==> src/rtl/keccak_multi_clock_gate.sv <==
`default_nettype none
`timescale 1ns/1ps
// ============================================================================
//  Module   : keccak_multi_clock_gate
//  Purpose  : Automatic clock gating for NumCh independent Keccak clock
//             domains. Each channel stops its clock after IdleCycles
//             consecutive idle cycles. A req/ack handshake restarts the
//             clock, and ack follows a fixed WakeCycles settle time.
//             A saturating gated-cycle counter per channel feeds the power
//             monitoring CSRs.
//  Ports    : clk_i        free-running clock
//             rst_ni       synchronous active-low reset
//             test_en_i    forces every ICG enable on (scan)
//             busy_i       per-channel work in flight
//             force_en_i   per-channel software keep-alive
//             req_i        per-channel clock request
//             ack_o        per-channel clock running and settled
//             clk_o        per-channel gated clock
//             gated_o      per-channel "clock is stopped" status
//             cnt_clr_i    clear all gated-cycle counters
//             gated_cnt_o  channel c counter at [c*CntW +: CntW]
//  Revision : 1.0  initial release
// ============================================================================
module keccak_multi_clock_gate #(
    parameter int NumCh      = 4,
    parameter int IdleCycles = 8,
    parameter int WakeCycles = 2,
    parameter int CntW       = 16
) (
    input  logic                  clk_i,
    input  logic                  rst_ni,
    input  logic                  test_en_i,
    input  logic [NumCh-1:0]      busy_i,
    input  logic [NumCh-1:0]      force_en_i,
    input  logic [NumCh-1:0]      req_i,
    output logic [NumCh-1:0]      ack_o,
    output logic [NumCh-1:0]      clk_o,
    output logic [NumCh-1:0]      gated_o,
    input  logic                  cnt_clr_i,
    output logic [NumCh*CntW-1:0] gated_cnt_o
);

    localparam int c_IDLE_W = (IdleCycles > 1) ? $clog2(IdleCycles) : 1;
    localparam int c_WAKE_W = (WakeCycles > 1) ? $clog2(WakeCycles) : 1;
    localparam logic [c_IDLE_W-1:0] c_IDLE_LAST = c_IDLE_W'(IdleCycles - 1);
    localparam logic [c_WAKE_W-1:0] c_WAKE_LAST = c_WAKE_W'(WakeCycles - 1);

    typedef enum logic [1:0] {
        ST_ACTIVE = 2'd0,
        ST_GATED  = 2'd1,
        ST_WAKE   = 2'd2
    } state_e;

    for (genvar c = 0; c < NumCh; c++) begin : g_ch
        state_e              r_state;
        state_e              w_state_nxt;
        logic                r_en;
        logic                w_en_nxt;
        logic [c_IDLE_W-1:0] r_idle_cnt;
        logic [c_IDLE_W-1:0] w_idle_cnt_nxt;
        logic [c_WAKE_W-1:0] r_wake_cnt;
        logic [c_WAKE_W-1:0] w_wake_cnt_nxt;
        logic [CntW-1:0]     r_gcnt;
        logic                r_icg_en;
        logic                w_idle;

        assign w_idle = !busy_i[c] && !req_i[c] && !force_en_i[c];

        always_ff @(posedge clk_i) begin
            if (!rst_ni) begin
                r_state    <= ST_ACTIVE;
                r_en       <= 1'b1;
                r_idle_cnt <= '0;
                r_wake_cnt <= '0;
            end else begin
                r_state    <= w_state_nxt;
                r_en       <= w_en_nxt;
                r_idle_cnt <= w_idle_cnt_nxt;
                r_wake_cnt <= w_wake_cnt_nxt;
            end
        end

        always_comb begin
            w_state_nxt    = r_state;
            w_en_nxt       = r_en;
            w_idle_cnt_nxt = r_idle_cnt;
            w_wake_cnt_nxt = r_wake_cnt;
            case (r_state)
                ST_ACTIVE: begin
                    if (w_idle) begin
                        if (r_idle_cnt == c_IDLE_LAST) begin
                            w_state_nxt    = ST_GATED;
                            w_en_nxt       = 1'b0;
                            w_idle_cnt_nxt = '0;
                        end else begin
                            w_idle_cnt_nxt = r_idle_cnt + 1'b1;
                        end
                    end else begin
                        w_idle_cnt_nxt = '0;
                    end
                end
                ST_GATED: begin
                    if (!w_idle) begin
                        w_state_nxt    = ST_WAKE;
                        w_en_nxt       = 1'b1;
                        w_wake_cnt_nxt = '0;
                    end
                end
                ST_WAKE: begin
                    // Inputs are ignored here: a wake always runs to ACTIVE.
                    if (r_wake_cnt == c_WAKE_LAST) begin
                        w_state_nxt = ST_ACTIVE;
                    end else begin
                        w_wake_cnt_nxt = r_wake_cnt + 1'b1;
                    end
                end
                default: begin
                    w_state_nxt = ST_ACTIVE;
                    w_en_nxt    = 1'b1;
                end
            endcase
        end

        // Clear wins over increment; the count sticks at all-ones.
        always_ff @(posedge clk_i) begin
            if (!rst_ni || cnt_clr_i) begin
                r_gcnt <= '0;
            end else if ((r_state == ST_GATED) && (r_gcnt != {CntW{1'b1}})) begin
                r_gcnt <= r_gcnt + 1'b1;
            end
        end

        // Latch-based ICG: enable only changes while clk_i is low, so the
        // AND below cannot chop a high phase.
        always_latch begin
            if (!clk_i) begin
                r_icg_en <= r_en | test_en_i;
            end
        end

        assign clk_o[c]   = clk_i & r_icg_en;
        assign ack_o[c]   = rst_ni && (r_state == ST_ACTIVE) && req_i[c];
        assign gated_o[c] = (r_state == ST_GATED);
        assign gated_cnt_o[c*CntW +: CntW] = r_gcnt;
    end

endmodule
`default_nettype wire

==> config.mk <==
export PLATFORM = sky130hd
export DESIGN_NAME = keccak_multi_clock_gate
export DESIGN_NICKNAME = d
export VERILOG_FILES = /design/src/rtl/keccak_multi_clock_gate.sv
export SDC_FILE = /design/constraint.sdc
export NUM_CORES = 1
export LEC_CHECK = 0
export ABC_AREA = 1
export BUFFER_PORTS_ARGS = -buffer_cell sky130_fd_sc_hd__buf_2
export CORE_MARGIN = 3
export CORE_UTILIZATION = 56
export DETAILED_ROUTE_END_ITERATION = 8
export PLACE_DENSITY = 0.91
export REMOVE_ABC_BUFFERS = 1
export SYNTH_ARGS = -nofsm -noshare
export SYNTH_HDL_FRONTEND = slang
export SYNTH_SLANG_ARGS = --single-unit
==> constraint.sdc <==
create_clock -name clk_i -period 1.85 [get_ports clk_i]
set_clock_uncertainty 0.1 [all_clocks]
set_input_delay 0.0925 -clock clk_i [delete_from_list [all_inputs] [get_ports clk_i]]
set_output_delay 0.0925 -clock clk_i [all_outputs]
set_load 0.01 [all_outputs]
==> flow_metrics.tcl <==
set metrics [dict create \
    run_status "finished with violations" \
    violations "negative setup slack" \
    grt_overflow 0 \
    critPathBufInv 2 \
    cts.reportedPaths.clkPinSlew_ns 0.10 \
    relSlewSlack_pct 64.8 \
    ir_drop_v 0.000693 \
    drt_iter0_drc 279 \
    antenna_left 0 \
    cap_violations 0 \
    insertion_delay_ns 0.45 \
    grt_usage_pct 24.5 \
    synth_top_cell_area_share_pct 35.0 \
    cp.arrival_ns 1.98 \
    netlist_area_mm2 0.00527 \
    final.setup.worst_slack_ns -0.325 \
    worstReg2RegEnd "g_ch[3].r_gcnt[9]$_SDFFE_PP0P_" \
    ys_top_cells_by_area "dfxtp_1, nand2_1, nor2_1" \
    ys_warn_count 0 \
    vias 5555 \
    die_w_um 103 \
    worstHoldStart "busy_i[3]" \
    wl_per_cell_um 12.3 \
    rsz0062_at_grt "true" \
    io_pins 92 \
    r2r_slack_ns 0.09 \
    initial_utilization_pct 58.9 \
    setup_viol 8 \
    grt_pass1_wl_um 21300 \
    num_rows 34 \
    hp-class "input pin to register" \
    fin_nets 957 \
    synth_area_leader_cell "dfxtp_1" \
    portBuffers 91 \
    grt_pass1_vias 4992 \
    drive_above_1_share_pct 19.3 \
    yosys_register_bits 96 \
    final_common_cell "nand2_1" \
    grtUsageMet1_pct 31.9 \
    dieArea_mm2 0.0106 \
    reg2regPathDepth 6 \
    cp_slowest_cell "dlxtn_2" \
    routed_via_density 5.33 \
    fin_util_pct 70.1 \
    busiest_layer "met2" \
    layout_common_cells "nand2_1, nor2_1, dfxtp_1" \
    syn_to_final_growth_pct 18.9 \
    crit_family "latches" \
    leakage_nw 2.81 \
    criticalPathCategory "latch to output pin" \
    drv_slew 0 \
    critPathRequiredTime_ns 1.66 \
    timing_hold_violations_final 0 \
    met3_usage_pct 5.62 \
    coreArea_mm2 0.00893 \
    syn_avg_cell_area_um2 6.43 \
    firstDrtPassIters 4 \
    place.gp.congestion 0.921 \
    whs_path_depth 6 \
    cp-end-kind "output pin" \
    critPathMaxStageDelay_ns 0.41 \
    powerDensity_mw_per_mm2 681 \
    final_area_mm2 0.00626 \
    worstPathCellList "nand2_2, inv_2, buf_6" \
    route.detailed.drc 0 \
    power.total_mw 4.26 \
    nFillCells 750 \
    critPathMaxFanout 1 \
    die_h_um 103 \
    crit_path_start_kind "latch" \
    cts_tree "done" \
    dpl_cell_area_mm2 0.00584 \
    postSynthCellCount 819 \
    holdPathEnd "g_ch[3].r_wake_cnt$_SDFFE_PN0P_" \
    worst_pin_slew_ns 0.526 \
    grt_max_degree 42 \
    met2_usage_pct 39.8 \
    yosysUniqueCellTypes 33 \
    cts_setup_buffers 0 \
    diodes 0 \
    routed_wirelength_um 12800 \
    antenna_found_initial 0 \
    dp.final_hpwl_um 9140 \
    r2r_start "g_ch[3].r_gcnt[0]$_SDFFE_PP0P_" \
]
[cell usage after synthesis (all sizes together)]
library cell and count:
ha 12, inv 89, and2 3, o21bai 1, or2 4, xnor2 2
nand2 205, o21ai 12, a211oi 4, nor2 193, nand4 21, xor2 2
o2111a 1, nand3 75, clkbuf 4, o21a 4, o2111ai 3, buf 15
a21oi 54, nand3b 3, dfxtp 92, nor3 16, dlxtn 4
[per-stage QoR]
step	cells	setup TNS [ns]	hold WS (ns)	setup slack (ns)
finish	1042	-1.26	0.00989	-0.325
CTS	1041	-1.35	0.00333	-0.360
global route	1042	-1.45	0.0426	-0.376
detailed placement	1014	0	0.164	0.0191
global placement	1014	0	0.164	0.122
floorplan	800	-0.675	0.0766	-0.211
[worst register-to-register path, stage by stage (launching register included)]
cell and delay [ns]:
dfxtp_1 0.41, ha_1 0.20, nand3_1 0.21, nor2_4 0.23, nand3_2 0.24, a21oi_1 0.21, nor2_1 0.06
[state kept, by name, summed over array words and instances (netlist names)]
register and cells:
g_ch.r_wake_cnt 4, g_ch.r_idle_cnt 12, g_ch.r_gcnt 64, g_ch.r_en 4, g_ch.r_icg_en 4, g_ch.r_state 8
[cell type report]
cell class / count / area, µm² / share of cell area, %
clock buffer: 20 / 260 / 4.16
timing repair buffer: 109 / 618 / 9.88
tap: 108 / 135 / 2.16
inverter: 85 / 319 / 5.10
clock inverter: 8 / 65.1 / 1.04
sequential: 96 / 1910 / 30.4
multi-input combinational: 616 / 2960 / 47.2
[report_power, final]
group / internal [mW] / switching, mW
Sequential: 2.04 / 0.00420
Clock: 1.11 / 0.970
Combinational: 0.0543 / 0.0839
[what timing repair did]
action	in CTS	in global routing
hold buffers	7	0
setup endpoints to repair	8	33
hold endpoints to repair	18	0
resized for setup	4	16
gates cloned	0	1
pin swaps	3	2
[cells by family (layout without fill, tap and decap cells)]
family | Yosys count | after routing | synth area share [%]
buf+inv | 108 | 222 | 8.96
flops | 92 | 92 | 35.0
xor+xnor | 4 | 4 | 0.666
latches | 4 | 4 | 1.14
simple gates | 520 | 521 | 43.1
fa+ha+maj | 12 | 12 | 2.85
compound gates | 79 | 79 | 8.27
[routing by layer]
metal  wire (µm)  vias to the layer above  share of wire (%)
li1            -                     2851                  -
met1        5990                     2519                 47
met2        5900                      162                 46
met3         748                       23                5.8
met4         197                        0                1.5
met5           0                        -                  0
[worst max path at each step]
stage	to	cells past startpoint	slack, ns	start
after detailed placement	g_ch[3].r_gcnt[8]$_SDFFE_PP0P_	8	0.02	g_ch[3].r_gcnt[0]$_SDFFE_PP0P_
after global routing	clk_o[1]	3	-0.38	g_ch[1].r_icg_en$_DLATCH_N_
after global placement	g_ch[3].r_gcnt[8]$_SDFFE_PP0P_	8	0.12	g_ch[3].r_gcnt[0]$_SDFFE_PP0P_
after floorplan	g_ch[1].r_gcnt[8]$_SDFFE_PP0P_	5	-0.21	rst_ni
after CTS	clk_o[1]	3	-0.36	g_ch[1].r_icg_en$_DLATCH_N_
final	clk_o[1]	3	-0.32	g_ch[1].r_icg_en$_DLATCH_N_
(Power assumes the default switching activity.)
